<file path="config.mk">
export PLATFORM = sky130hd
export DESIGN_NAME = regfile_sb
export DESIGN_NICKNAME = d
export VERILOG_FILES = /design/src/rtl/regfile_sb.sv
export SDC_FILE = /design/constraint.sdc
export NUM_CORES = 1
export LEC_CHECK = 0
export BUFFER_PORTS_ARGS = -buffer_cell sky130_fd_sc_hd__buf_4
export CAP_MARGIN = 20
export CELL_PAD_IN_SITES_DETAIL_PLACEMENT = 0
export CELL_PAD_IN_SITES_GLOBAL_PLACEMENT = 1
export CORE_MARGIN = 2
export CORE_UTILIZATION = 45
export CTS_CLUSTER_SIZE = 8
export DETAILED_ROUTE_END_ITERATION = 8
export GPL_TIMING_DRIVEN = 1
export PLACE_DENSITY = 0.87
export SETUP_SLACK_MARGIN = 0.15
export SYNTH_ARGS = -nofsm -noshare
export SYNTH_HDL_FRONTEND = slang
export SYNTH_SLANG_ARGS = --single-unit
</file>
<file path="constraint.sdc">
create_clock -name Clk -period 2.75 [get_ports Clk]
set_input_delay 0.275 -clock Clk [delete_from_list [all_inputs] [get_ports Clk]]
set_output_delay 0.275 -clock Clk [all_outputs]
set_load 0.005 [all_outputs]
</file>
<file path="src/rtl/regfile_sb.sv">
// Register file with per-register pending (scoreboard) bits and a sequential clear engine.
// Optional same-cycle write-to-read bypass enabled by defining REGFILE_BYPASS_EN.
module regfile_sb #(
  parameter int DATA_W = 16,
  parameter int ADDR_W = 3
) (
  input  logic              Clk,
  input  logic              Reset,
  input  logic              Ld_REG,
  input  logic [ADDR_W-1:0] DR,
  input  logic [DATA_W-1:0] In,
  input  logic [ADDR_W-1:0] SR1_ADDR,
  input  logic [ADDR_W-1:0] SR2_ADDR,
  output logic [DATA_W-1:0] SR1,
  output logic [DATA_W-1:0] SR2,
  input  logic              Reserve,
  input  logic [ADDR_W-1:0] Reserve_DR,
  output logic              Busy1,
  output logic              Busy2,
  input  logic              Clear_req,
  output logic              Clear_busy
);

  localparam int NREGS = 2**ADDR_W;
  localparam logic [ADDR_W-1:0] LAST_IDX = ADDR_W'(NREGS - 1);

`ifdef REGFILE_BYPASS_EN
  localparam bit BYPASS = 1'b1;
`else
  localparam bit BYPASS = 1'b0;
`endif

  typedef enum logic {IDLE, CLEAR} state_t;

  state_t            state;
  logic [ADDR_W-1:0] idx;
  logic [DATA_W-1:0] regs [NREGS];
  logic [NREGS-1:0]  pending;

  always_ff @(posedge Clk) begin
    if (Reset) begin
      for (int unsigned i = 0; i < NREGS; i++) regs[i] <= '0;
      pending    <= '0;
      state      <= IDLE;
      idx        <= '0;
      Clear_busy <= 1'b0;
    end else begin
      case (state)
        IDLE: begin
          if (Ld_REG) begin
            regs[DR]    <= In;
            pending[DR] <= 1'b0;
          end
          // Reserve is assigned after the write so it wins on a same-register collision.
          if (Reserve) pending[Reserve_DR] <= 1'b1;
          if (Clear_req) begin
            state      <= CLEAR;
            idx        <= '0;
            Clear_busy <= 1'b1;
          end
        end
        CLEAR: begin
          regs[idx]    <= '0;
          pending[idx] <= 1'b0;
          idx          <= idx + ADDR_W'(1);
          if (idx == LAST_IDX) begin
            state      <= IDLE;
            Clear_busy <= 1'b0;
          end
        end
        default: begin
          state      <= IDLE;
          Clear_busy <= 1'b0;
        end
      endcase
    end
  end

  always_comb begin
    SR1   = regs[SR1_ADDR];
    SR2   = regs[SR2_ADDR];
    Busy1 = pending[SR1_ADDR];
    Busy2 = pending[SR2_ADDR];
    if (BYPASS && Ld_REG && !Clear_busy) begin
      if (DR == SR1_ADDR) begin
        SR1   = In;
        Busy1 = Reserve && (Reserve_DR == SR1_ADDR);
      end
      if (DR == SR2_ADDR) begin
        SR2   = In;
        Busy2 = Reserve && (Reserve_DR == SR2_ADDR);
      end
    end
  end

endmodule
</file>
==> impl_metrics.yaml <==
outcome:
  run_status: "finished clean"
logic_synthesis:
  syn_area_per_cell_um2: 14.62
  synth.distinct_cells: 36
  ys_ff_latch: 141
  ys_warn_count: 0
  synth_area_um2: 7486
  synth-main-ff-cell: "edfxtp_1"
  synth_seq_area_share: 0.5482
  async_flop_share: 0
  synth-edff-count: 128
  syn-num-nets: 547
  syn_inst: 512
setup_path:
  crit_fanout: 22
  crit_arrival_ns: 2.26
  crit_family: "flip-flops"
  end_kind: "flop"
  worstSetupPathType: "reg -> reg"
  cp-start-kind: "flop"
  max_stage_delay_ns: 0.75
  required_ns: 2.85
  crit_chain: "nor2b_1 > a21oi_1 > o21ai_1 > buf_4"
  slowest_stage: "dfxtp_1"
  crit_buf_inv: 1
floorplan:
  die_area_um2: 17680
  start_util: 0.4563
  io_pins: 68
  num_rows: 47
  core_area_um2: 16410
  die_x_um: 133.0
  die_y_um: 133.0
flow_run:
  maxCapViolations: 0
timing:
  fin_crit_sh: 0.7856
  fin_skew_ns: 0.004544
  hold_viol: 0
  fmax_mhz: 462.9
  setup_ws_ns: 0.5897
  rsz0062_at_grt: "no"
  tightest_slew_ns: 0.6758
  fin_tns_setup_ns: 0
  relSlewSlack: 0.5489
  fin_crit_ns: 2.160
  slew_violations: 0
  setup-violations-final: 0
layout:
  syn_to_final_growth_pct: 17.22
  diodes: 0
  drive_gt1_frac: 0.2881
  final_nets: 612
  n_fill_cell: 1313
drt:
  drtIter0Drc: 506
  drc: 0
  routed_wirelength_um: 19540
  num_vias: 4984
  drtPass1Iterations: 5
  antenna_left: 0
  wl_per_cell_um: 24.13
  vias_per_cell: 6.153
clock_network:
  cts-htree-levels: 4
  root_buffer: "clkbuf_16"
  cts_setup_buffers: 0
  cts.sinks: 141
  postCtsHoldBufs: 0
  ctsLongestPathBuffers: 2
  cts_tree: "yes"
  insertion_delay_ns: 0.43
  clkTransAtPathRegs_ns: 0.06
  cts_resized: 0
  cts-buffers-inserted: 17
power_and_ir_drop:
  leakage_nw: 3.395
  pwr-share-comb: 0.121
  switchingPower_mw: 1.241
  powerDensity_nw_per_um2: 608.0
  p_sw_frac: 0.2326
  power_frac_seq: 0.472
  peakVddDrop_uv: 344.4
  clkPwrFrac: 0.407
  p_int_mw: 4.095
hold_path:
  hp-class: "in -> reg"
placement:
  globalplace.congestion: 0.7843
  place_ws_ns: 0.5960
  dp_hpwl_um: 12020
  port_buffers: 67
global_routing:
  grt.total_usage: 0.2278
  grt_max_degree: 35
  grt.overflow.total: 0
  grt_antenna_before_repair: 0
  grt_pass1_wl_um: 29620
  grt_pass1_vias: 5193
[cells in the final DEF, fill, tap and decap left out, types with 2 or more instances in the layout]
cell type	Yosys	routed
nor2_1	139	139
edfxtp_1	128	128
buf_4	0	86
mux4_1	48	48
mux2_2	34	34
nand2_1	21	21
mux4_2	20	20
clkbuf_16	0	17
dfxtp_1	13	13
o21ai_1	0	8
nor3b_1	6	6
nor2b_1	5	5
a21oi_1	5	5
nand3_1	5	5
nand4_1	5	5
a41o_1	5	5
inv_1	4	4
nor3_1	4	4
clkinv_2	0	4
clkinv_1	0	4
a31oi_1	3	3
nand4b_1	2	2
nand2b_1	2	2
ha_1	2	2
clkinv_4	0	2
clkinvlp_4	0	2
bufinv_16	0	2
buf_12	0	2
[cells in the mapped netlist, types with 4 or more instances]
| library cell | n | share of area |
|---|---|---|
| nor2_1 | 139 | 0.070 |
| edfxtp_1 | 128 | 0.51 |
| mux4_1 | 48 | 0.17 |
| mux2_2 | 34 | 0.051 |
| clkbuf_1 | 22 | 0.011 |
| nand2_1 | 21 | 0.011 |
| mux4_2 | 20 | 0.060 |
| dfxtp_1 | 13 | 0.035 |
| buf_6 | 8 | 0.012 |
| o21ai_0 | 8 | 0.0053 |
| buf_2 | 7 | 0.0047 |
| nor3b_1 | 6 | 0.0060 |
| a21oi_1 | 5 | 0.0033 |
| a41o_1 | 5 | 0.0067 |
| nand3_1 | 5 | 0.0033 |
| nand4_1 | 5 | 0.0042 |
| nor2b_1 | 5 | 0.0042 |
| inv_1 | 4 | 0.0020 |
| nor3_1 | 4 | 0.0027 |
[worst paths after layout]
check / start / end / slack (ns) / cells after the start
max: state$_SDFF_PP0_ / regs[0][8]$_SDFFCE_PN0P_ / 0.59 / 4
min: Reset / idx[2]$_SDFFE_PP0P_ / 0.11 / 2
max reg2reg: state$_SDFF_PP0_ / regs[0][8]$_SDFFCE_PN0P_ / 0.59 / 4
min reg2reg: Clear_busy$_SDFFE_PP0P_ / Clear_busy$_SDFFE_PP0P_ / 0.50 / 2
[power by group through the flow]
| stage | Sequential (mW) | Clock [mW] | Combinational (mW) |
|---|---|---|---|
| floorplan | 2.52 | 0 | 0.403 |
| finish | 2.52 | 2.17 | 0.647 |
| global route | 2.53 | 2.27 | 0.685 |
| detailed placement | 2.56 | 0 | 0.646 |
| CTS | 2.51 | 2.18 | 0.649 |
| global placement | 2.54 | 0 | 0.632 |
[final cells by class]
type                       count  area (um^2)  share of cell area
clock inverter                14        127.6             0.01454
tap                          220        275.3             0.03137
multi-input combinational    325         3138              0.3576
timing repair buffer          88        685.7             0.07814
inverter                       4        15.01            0.001711
sequential                   141         4104              0.4677
clock buffer                  18        429.2             0.04891
[registers in the layout, indices dropped and copies added (netlist names)]
register	flops
Clear_busy	1
regs	128
state	1
pending	8
idx	3
[per-layer routing]
metal / track usage / wire length, um / up-vias
met2: 0.4007 / 10190 / 294
met1: 0.2684 / 7113 / 2506
met4: 0.08005 / 406 / 0
met3: 0.06398 / 1833 / 35
met5: 0 / 0 / -
li1: - / - / 2149
[cell families after synthesis]
family / count (synthesis) / synth area share
flip-flops: 141 / 0.5482
AND/OR/NAND/NOR: 192 / 0.1085
AO/OA/AOI/OAI: 29 / 0.02758
adder cells (fa/ha/maj): 2 / 0.003342
buffers and inverters: 46 / 0.03259
multiplexers: 102 / 0.2798
[worst reg2reg max path: stages (launching register included)]
cell,delay (ns)
dfxtp_1,0.75
nor2b_1,0.27
a21oi_1,0.12
o21ai_1,0.34
buf_4,0.36
[metrics by stage]
| stage | cells | area [um^2] | util | power [mW] | hold WS, ns |
|---|---|---|---|---|---|
| 6_report | 810 | 8775 | 0.5348 | 5.335 | 0.1067 |
| 3_5_place_dp | 778 | 8218 | 0.5009 | 3.203 | 0.4874 |
| 4_1_cts | 810 | 8775 | 0.5348 | 5.345 | 0.09488 |
| 3_3_place_gp | 778 | 8218 | 0.5009 | 3.175 | 0.4766 |
| 2_1_floorplan | 512 | 7486 | - | 2.926 | 0.4086 |
| 5_1_grt | 810 | 8775 | 0.5348 | 5.486 | 0.1213 |
Note: power is estimated with default switching activity, not from simulation.
